### src/rtl/mem_arbiter.sv
// mem_arbiter: round-robin arbiter sharing the single-port result/config SRAM
// between the Avalon bus slave and the calculation engine, one word per access.
module mem_arbiter #(
  parameter int                ADDR_W  = 11,
  parameter int                DATA_W  = 16,
  parameter logic [ADDR_W-1:0] MAXADDR = 11'h62C
) (
  input  logic              clk,
  input  logic              rst,
  input  logic              bus_req,
  input  logic              bus_we,
  input  logic [ADDR_W-1:0] bus_addr,
  input  logic [DATA_W-1:0] bus_wdata,
  output logic              bus_gnt,
  output logic              bus_done,
  output logic              bus_err,
  output logic [DATA_W-1:0] bus_rdata,
  input  logic              eng_req,
  input  logic              eng_we,
  input  logic [ADDR_W-1:0] eng_addr,
  input  logic [DATA_W-1:0] eng_wdata,
  output logic              eng_gnt,
  output logic              eng_done,
  output logic              eng_err,
  output logic [DATA_W-1:0] eng_rdata,
  output logic [ADDR_W-1:0] mem_addr,
  output logic              mem_ren,
  output logic              mem_wen,
  output logic [DATA_W-1:0] mem_wdata,
  input  logic [DATA_W-1:0] mem_rdata,
  output logic              busy
);

  typedef enum logic [1:0] {IDLE, ACCESS, RESP} state_t;
  typedef enum logic {OWN_BUS, OWN_ENG} owner_t;

  state_t            state;
  owner_t            owner;
  owner_t            last_owner;
  logic              cur_we;
  logic              cur_err;
  logic              pick_eng;
  logic              sel_we;
  logic              sel_oor;
  logic [ADDR_W-1:0] sel_addr;
  logic [DATA_W-1:0] sel_wdata;

  // The engine wins when it is alone, or when both ask and the bus went last.
  assign pick_eng  = eng_req && (!bus_req || last_owner == OWN_BUS);
  assign sel_we    = pick_eng ? eng_we    : bus_we;
  assign sel_addr  = pick_eng ? eng_addr  : bus_addr;
  assign sel_wdata = pick_eng ? eng_wdata : bus_wdata;
  assign sel_oor   = sel_addr > MAXADDR;
  assign busy      = state != IDLE;

  always_ff @(posedge clk or posedge rst) begin
    if (rst) begin
      state      <= IDLE;
      owner      <= OWN_BUS;
      last_owner <= OWN_ENG;
      cur_we     <= 1'b0;
      cur_err    <= 1'b0;
      bus_gnt    <= 1'b0;
      bus_done   <= 1'b0;
      bus_err    <= 1'b0;
      bus_rdata  <= '0;
      eng_gnt    <= 1'b0;
      eng_done   <= 1'b0;
      eng_err    <= 1'b0;
      eng_rdata  <= '0;
      mem_addr   <= '0;
      mem_ren    <= 1'b0;
      mem_wen    <= 1'b0;
      mem_wdata  <= '0;
    end else begin
      bus_done <= 1'b0;
      bus_err  <= 1'b0;
      eng_done <= 1'b0;
      eng_err  <= 1'b0;
      case (state)
        IDLE: begin
          if (bus_req || eng_req) begin
            owner      <= pick_eng ? OWN_ENG : OWN_BUS;
            last_owner <= pick_eng ? OWN_ENG : OWN_BUS;
            cur_we     <= sel_we;
            cur_err    <= sel_oor;
            bus_gnt    <= !pick_eng;
            eng_gnt    <= pick_eng;
            mem_addr   <= sel_addr;
            mem_wdata  <= sel_wdata;
            mem_ren    <= !sel_we && !sel_oor;
            mem_wen    <= sel_we && !sel_oor;
            state      <= ACCESS;
          end
        end
        ACCESS: begin
          bus_gnt   <= 1'b0;
          eng_gnt   <= 1'b0;
          mem_addr  <= '0;
          mem_wdata <= '0;
          mem_ren   <= 1'b0;
          mem_wen   <= 1'b0;
          state     <= RESP;
        end
        RESP: begin
          // SRAM read data is valid now; capture it alongside the completion flags.
          if (owner == OWN_BUS) begin
            bus_done <= 1'b1;
            bus_err  <= cur_err;
            if (!cur_we && !cur_err) bus_rdata <= mem_rdata;
          end else begin
            eng_done <= 1'b1;
            eng_err  <= cur_err;
            if (!cur_we && !cur_err) eng_rdata <= mem_rdata;
          end
          state <= IDLE;
        end
        default: state <= IDLE;
      endcase
    end
  end

endmodule

### config.mk
export PLATFORM = sky130hd
export DESIGN_NAME = mem_arbiter
export DESIGN_NICKNAME = d
export VERILOG_FILES = /design/src/rtl/mem_arbiter.sv
export SDC_FILE = /design/constraint.sdc
export NUM_CORES = 1
export LEC_CHECK = 0
export CORE_MARGIN = 10
export CORE_UTILIZATION = 42
export CTS_BUF_LIST = sky130_fd_sc_hd__clkbuf_8
export DETAILED_ROUTE_END_ITERATION = 8
export PLACE_DENSITY_LB_ADDON = 0.3
export SETUP_SLACK_MARGIN = 0.15
export SKIP_LAST_GASP = 1
export SLEW_MARGIN = 20
export SYNTH_ARGS = -nofsm -noshare
export SYNTH_HDL_FRONTEND = slang
export SYNTH_SLANG_ARGS = --single-unit
export TNS_END_PERCENT = 5
### constraint.sdc
create_clock -name clk -period 3.2 [get_ports clk]
set_clock_uncertainty 0.15 [all_clocks]
set_input_delay 0.64 -clock clk [delete_from_list [all_inputs] [get_ports clk]]
set_output_delay 0.64 -clock clk [all_outputs]
set_load 0.01 [all_outputs]
After elaboration in Yosys (flattened, before gate mapping)
Cells that the tools add are included.
{"block": "word_totals", "reg_bits": 73, "latchBits": 0, "mem_bits_rw": 0, "rom_bits": 0, "out_inout_bits": 68, "wordCells": 68, "memories": 0}
{"block": "op_classes", "addsub": 0, "multipliers": 0, "n_div": 0, "magnitude_cmp": 1, "n_eq_ne": 3, "shifts": 0, "n_mux": 26, "bitwise": 2, "reduce_logical": 19}
{"cell": "$mux 16", "count": 2}
{"cell": "$pmux 16 s2", "count": 1}
{"cell": "$mux 11", "count": 2}
{"cell": "$pmux 11 s2", "count": 1}
{"cell": "$mux 1", "count": 14}
{"cell": "$gt 11x11->1 const B", "count": 1}
{"cell": "$pmux 1 s2", "count": 4}
{"cell": "$logic_not 1->1", "count": 6}
{"cell": "$reduce_and 3->1", "count": 2}
{"cell": "$logic_and 1x1->1", "count": 4}
{"cell": "$pmux 2 s2", "count": 1}
{"cell": "$reduce_and 2->1", "count": 2}
{"cell": "$reduce_bool 2->1", "count": 2}
{"cell": "$eq 2x1->1 const B", "count": 1}
{"cell": "$eq 2x2->1 const B", "count": 1}
{"cell": "$logic_not 2->1", "count": 1}
{"cell": "$logic_or 1x1->1", "count": 2}
{"cell": "$mux 2", "count": 1}
{"cell": "$ne 2x2->1 const B", "count": 1}
{"cell": "$not 1->1", "count": 2}

Longest topological paths before layout
Gate-level depths: netlist of the first run.
{"block": "logic_depth", "depth_word": 9, "mapped_depth": 6, "depth_no_buf": 5}

Worst setup path after synthesis of the first run
No wires, ideal clock.
{"block": "synth_timing", "kind": "input-to-reg", "startpoint": "in bus_addr[8]", "endpoint": "reg cur_err", "setup_time_ns": 0.125, "t_arrival_ns": 1.710, "t_required_ns": 2.925, "slack_ns": 1.215, "cell_stages": 4, "path_cell_list": "or4_4 o211ai_2 a41oi_2 mux2_4"}
{"block": "synth_via", "elab_chain_cells": 2}
{"item": "start: declaration", "line_no": "12", "rtl": "input logic [ADDR_W-1:0] bus_addr,"}
{"item": "$mux 11", "line_no": "51", "rtl": "assign sel_addr = pick_eng ? eng_addr : bus_addr;"}
{"item": "$gt 11x11->1", "line_no": "53", "rtl": "assign sel_oor = sel_addr > MAXADDR;"}
{"item": "end signal: assignment", "line_no": "86", "rtl": "cur_err <= sel_oor;"}
{"item": "end: declaration", "line_no": "41", "rtl": "logic cur_err;"}
Every way passes these cells.
A chain may end at the register's enable or synchronous reset.

Worst setup path after layout of the first run
{"block": "layout_timing", "startpoint": "reg state[0]", "endpoint": "out busy"}
{"block": "layout_via", "elab_chain_cells": 1}
{"item": "start: declaration", "line_no": "37", "rtl": "state_t state;"}
{"item": "start signal: assignment", "line_no": "58", "rtl": "state <= IDLE;"}
{"item": "start signal: assignment", "line_no": "93", "rtl": "state <= ACCESS;"}
{"item": "start signal: assignment", "line_no": "103", "rtl": "state <= RESP;"}
{"item": "$reduce_bool 2->1", "line_no": "54", "rtl": "assign busy = state != IDLE;"}
{"item": "end: declaration", "line_no": "31", "rtl": "output logic busy"}
Every way passes these cells.

==> results of run 1 <==
-- final timing paths --
path / startpoint / to / slack [ps] / cells after the start
setup / recovery: state[0] / busy / 750 / 3
hold / removal: mem_addr[4] / mem_addr[4] / 330 / 2
setup reg to reg: state[0] / eng_rdata[9] / 1290 / 3
hold reg to reg: mem_addr[4] / mem_addr[4] / 330 / 2
max in group asynchronous: rst / last_owner / 2030 / 3
min in group asynchronous: rst / bus_done / 560 / 3
-- power by group --
| part | internal, mW | switching, mW |
|---|---|---|
| Combinational | 1.14 | 0.831 |
| Sequential | 1.37 | 0.234 |
| Clock | 0.279 | 0.348 |
| Total | 2.79 | 1.41 |
-- per-layer routing --
layer / share of wire / vias to the layer above / global-route usage
met5: 0 / - / 0
met4: 0.0095 / 0 / 0.0406
met3: 0.11 / 7 / 0.0853
met2: 0.46 / 97 / 0.240
met1: 0.41 / 1176 / 0.166
li1: - / 1173 / -
-- worst max-delay path: stages (launching register included) --
cell and delay [ps]:
dfrtp_1 450, nor2_1 260, inv_1 110, clkdlybuf4s50_1 490
-- area by class of cell --
cell class / instances / area [µm²] / share of cell area
Tap cell: 99 / 124 / 0.0257
Inverter: 4 / 15.0 / 0.00312
Multi-Input combinational cell: 159 / 1190 / 0.247
Clock inverter: 7 / 47.5 / 0.00987
Clock buffer: 9 / 124 / 0.0257
Timing Repair Buffer: 149 / 1490 / 0.309
Sequential cell: 73 / 1830 / 0.380
-- cell families (layout without fill, tap and decap cells) --
group,Yosys count,count (layout),synth area share
DFF,73,73,0.592
muxes,61,61,0.214
and+or+nand+nor,54,54,0.0822
AOI/OAI and AO/OA,44,44,0.0875
buffers and inverters,16,169,0.0251
-- placed cells by master, fill, tap and decap left out, types with 2 or more instances in the layout --
cell type	synthesis	layout
and2_1	2	2
a21oi_1	2	2
mux2_4	2	2
inv_1	4	3
o21ai_0	31	30
mux2i_1	27	27
clkinv_2	0	3
clkbuf_8	0	9
dfrtp_1	72	72
mux2_2	32	32
clkinv_4	0	2
clkinvlp_4	0	2
nand2_1	36	36
clkdlybuf4s50_1	0	143
nor2_1	3	3
nand3_1	3	3
buf_4	1	5
nor3_1	2	2
-- stage by stage --
| stage | area (µm²) | std cells | setup WS [ps] |
|---|---|---|---|
| 2_1_floorplan | 3090 | 248 | 558 |
| 3_3_place_gp | 4640 | 484 | 666 |
| 3_5_place_dp | 4640 | 484 | 599 |
| 4_1_cts | 4820 | 500 | 727 |
| 5_1_grt | 4820 | 500 | 610 |
| 6_report | 4820 | 500 | 755 |
-- sequential cells by signal, summed over array words and instances (netlist names) --
name	count
bus_rdata	16
owner	1
cur_err	1
eng_rdata	16
state	2
bus_err	1
mem_wen	1
bus_done	1
mem_ren	1
mem_addr	11
eng_done	1
mem_wdata	16
bus_gnt	1
eng_gnt	1
last_owner	1
cur_we	1
eng_err	1
==> out/results.ini, run 1 <==
[global_routing]
grt_max_degree=74
grtUsageTotal=0.149
overflow=0
grt_pass1_vias=2658
grt_antenna_before_repair=0
grt_pass1_wl_um=13600

[finish]
post-route-util=0.668
nets=472
syn2layout_area_growth_pct=55.8
fillerInstances=596
drive_above_1_share=0.162
n_antenna_cell=0

[synth]
synth_edf_count=0
synth_commonest_cells=dfrtp_1, nand2_1, mux2_2
synth_nets=324
synthTopCellsByArea=dfrtp_1, mux2_2, mux2i_1
yosysWarnings=0
yosysTopAreaCell=dfrtp_1
synth-main-ff-cell=dfrtp_1
async_reset_ff_frac=1.00
synth_area_um2=3090
syn_inst=248
synth.avg_cell_area_um2=12.5
yosysSeqAreaShare=0.591
synth_cell_types=36
ys_ff_latch=73
synth_most_common_cell=dfrtp_1
synth.top_cell.area_share=0.583

[worst_setup_path]
path_class=reg -> out
required_ps=2410
worst_setup_path_start_kind=flop
cp-end-kind=output port
critPathMaxFanout=5
arrival_ps=1660

[sta]
fin_crit_ps=2450
setup_violations=0
rsz0062_at_grt=false
worst_pin_slew_ps=741
slew_violations=0
finalSetupTns_ps=0
fin_hold_ws_ps=328
min_period_over_period=0.764
fmax_mhz=409
timing.final.hold_violations=0
slew_headroom=0.505

[clocking]
cts_max_level=3
cts_tree=built
numCtsBuffers=9
cts_resized=0
clock-root-buffer=clkbuf_8
cts.path.max_buffers=2
insertion_delay_ps=340
cts_setup_buffers=0
holdBufCountCts=0
cts.sinks=73
path_clk_slew_ps=80

[routing]
antenna_left=0
routed-via-count=2453
drtIter0Drc=73
drt-total-wl_um=8430
route.detailed.drc=0
firstDrtPassIters=4
viasPerCell=4.91
drt-wirelength-per-cell_um=16.9

[pwr]
p_leak_nw=2.09
p_total_mw=4.20
ir_worst_vdd_mv=0.455
cellPowerDensity_nw_per_um2=872

[die]
rows=31
core_area_um2=7210
die_h_um=106
start_util=0.428
fp.dieW_um=106
dieArea_um2=11200
pin_count=144

[place]
numPortBuffers=143
gp_congestion=0.766
dp_hpwl_um=6630

[flow_run]
drv_cap=0

[status]
status=complete, no violations

[min_path]
min_path_type=reg -> reg

(Power assumes the default switching activity.)
==> run 2: changes to the inputs <==
--- a/config.mk
+++ b/config.mk
@@ -6,7 +6,7 @@
 export NUM_CORES = 1
 export LEC_CHECK = 0
 export CORE_MARGIN = 10
-export CORE_UTILIZATION = 42
+export CORE_UTILIZATION = 38
 export CTS_BUF_LIST = sky130_fd_sc_hd__clkbuf_8
 export DETAILED_ROUTE_END_ITERATION = 8
 export PLACE_DENSITY_LB_ADDON = 0.3
==> constraint.sdc (replaced) <==
create_clock -name clk -period 2 [get_ports clk]
set_clock_uncertainty 0.15 [all_clocks]
set_input_delay 0.4 -clock clk [delete_from_list [all_inputs] [get_ports clk]]
set_output_delay 0.4 -clock clk [all_outputs]
set_load 0.01 [all_outputs]
==> out/results.ini, run 2 (same netlist as run 1, synthesis figures left out) <==
[pwr]
p_comb_frac=0.465
p_int_mw=4.80
p_switching_mw=2.29
clockPowerShare=0.171
cellPowerDensity_nw_per_um2=1420
p_sw_frac=0.323
ir_worst_vdd_mv=0.700
p_total_mw=7.09
p_leak_nw=2.22
p_seq_frac=0.365

[worst_setup_path]
path_buf_inv=1
critical_path.top_delay_family=simple AND/OR/NAND/NOR gates
worst_setup_path_start_kind=input port
critPathMaxFanout=3
arrival_ps=1910
path_class=in -> reg
crit_chain=clkdlybuf4s50_1 > or4_4 > o211ai_2 > a41oi_2 > mux2_4
crit_slowest_cell=or4_4
cp-end-kind=flop
required_ps=2070
max_stage_delay_ps=490

[routing]
drt-wirelength-per-cell_um=17.1
routed.top_layer=met4
antenna_left=0
drt-total-wl_um=8880
firstDrtPassIters=4
m1WireLength_um=3630
wl_met2_um=4120
viasPerCell=4.90
routed-wl-met3_um=1110
route.detailed.drc=0
drtIter0Drc=80
routed-via-count=2538

[sta]
slew_headroom=0.744
fin_crit_ps=1850
slew_violations=0
timing.final.hold_violations=0
min_period_over_period=0.923
worst_pin_slew_ps=384
setup_violations=0
finalSetupTns_ps=0
rsz0062_at_grt=true
fmax_mhz=542

[finish]
drive_above_1_share=0.195
final_cells=518
reg_top3=bus_rdata: 16 flops, eng_rdata: 16 flops, mem_wdata: 16 flops
layout_commonest_cell=clkdlybuf4s50_1
layout_common_cells=clkdlybuf4s50_1, dfrtp_1, nand2_1, mux2_2, o21ai_0
design_area_um2=5000
n_antenna_cell=0
nets=487
syn2layout_area_growth_pct=61.9

[place]
dp_hpwl_um=6980
numPortBuffers=143
gp_congestion=0.866
postPlaceCellArea_um2=4780
dp.cells=502

[clocking]
clock-root-buffer=clkbuf_8
cts.sinks=73
holdBufCountCts=0
cts.path.max_buffers=2
cts_max_level=3
cts_tree=built
cts_setup_buffers=0
numCtsBuffers=9
path_clk_slew_ps=80
insertion_delay_ps=340

[global_routing]
grt_antenna_before_repair=0
overflow=0
grt_pass1_vias=2718
grt_pass1_wl_um=13700
grtUsageTotal=0.145
grt_max_degree=74

[min_path]
min_path_type=in -> reg

[die]
rows=32
dieArea_um2=12100
core_area_um2=7810
start_util=0.396
fp.dieW_um=110
pin_count=144
die_h_um=110

[status]
status=complete, no violations

[flow_run]
drv_cap=0

[run 2: changes by cell type in the layout (fill, tap and decap cells not counted), moves of 2 or more]
cell	delta
clkinv_2	-2
clkdlybuf4s50_1	-4
buf_4	+14
clkinv_4	-2
dlymetal6s2s_1	+3
clkbuf_8	+3
[run 2: through the flow]
step / setup slack, ps / hold WS, ps / util
after floorplan: 255 / 300 / -
after global placement: -254 / 313 / 0.612
after detailed placement: -267 / 320 / 0.612
after CTS: 91.6 / 338 / 0.639
after global routing: 103 / 342 / 0.641
final: 155 / 308 / 0.641
[run 2: what timing repair did]
| action | 4_1_cts | 5_1_grt |
|---|---|---|
| endpoints found under the setup margin | 2 | 29 |
| pin swaps | 0 | 1 |
| gates cloned | 0 | 0 |
| resized for setup | 1 | 5 |
[run 2: path summary, 6_finish.rpt]
check	startpoint	to	depth (start not counted)	slack, ps
setup reg to reg	last_owner	cur_err	5	210
setup / recovery	bus_addr[4]	cur_err	5	150
hold / removal	bus_addr[8]	mem_addr[8]	3	310
hold reg to reg	mem_wdata[12]	mem_wdata[12]	2	330
min in group asynchronous	rst	eng_rdata[10]	3	360
max in group asynchronous	rst	last_owner	3	1010
[run 2: power by group through the flow]
stage,Sequential [mW],Clock (mW),Combinational [mW]
4_1_cts,2.59,1.25,3.37
3_3_place_gp,2.58,0,3.32
5_1_grt,2.68,1.33,3.56
2_1_floorplan,2.88,0,1.05
3_5_place_dp,2.61,0,3.37
6_report,2.59,1.21,3.29
[run 2: layout make-up]
cell class | count | area [µm²]
Clock buffer | 12 | 165
Inverter | 4 | 18.8
Fill cell | 638 | 2810
Multi-Input combinational cell | 159 | 1190
Clock inverter | 4 | 50.0
Timing Repair Buffer | 164 | 1620
Sequential cell | 73 | 1830
Tap cell | 102 | 128
[run 2: routing by layer]
layer,up-vias,global-route usage
li1,1202,-
met1,1226,0.168
met2,108,0.230
met3,2,0.0824
met4,0,0.0330
met5,-,0
[run 2: worst reg2reg max path, delay by kind of cell, from the launching register on]
kind / cells / cell delay (ps)
buffers and inverters: 1 / 140
muxes: 1 / 180
and+or+nand+nor: 1 / 380
DFF: 1 / 560
AOI/OAI and AO/OA: 2 / 320
==> run 3: changes to the inputs <==
--- a/config.mk
+++ b/config.mk
@@ -8,7 +8,9 @@
 export CORE_MARGIN = 10
 export CORE_UTILIZATION = 38
 export CTS_BUF_LIST = sky130_fd_sc_hd__clkbuf_8
+export CTS_CLUSTER_SIZE = 24
 export DETAILED_ROUTE_END_ITERATION = 8
+export HOLD_SLACK_MARGIN = 0.15
 export PLACE_DENSITY_LB_ADDON = 0.3
 export SETUP_SLACK_MARGIN = 0.15
 export SKIP_LAST_GASP = 1
==> results of run 3 <==
Same layout as run 2: the final DEF is identical, and so are final timing and power.
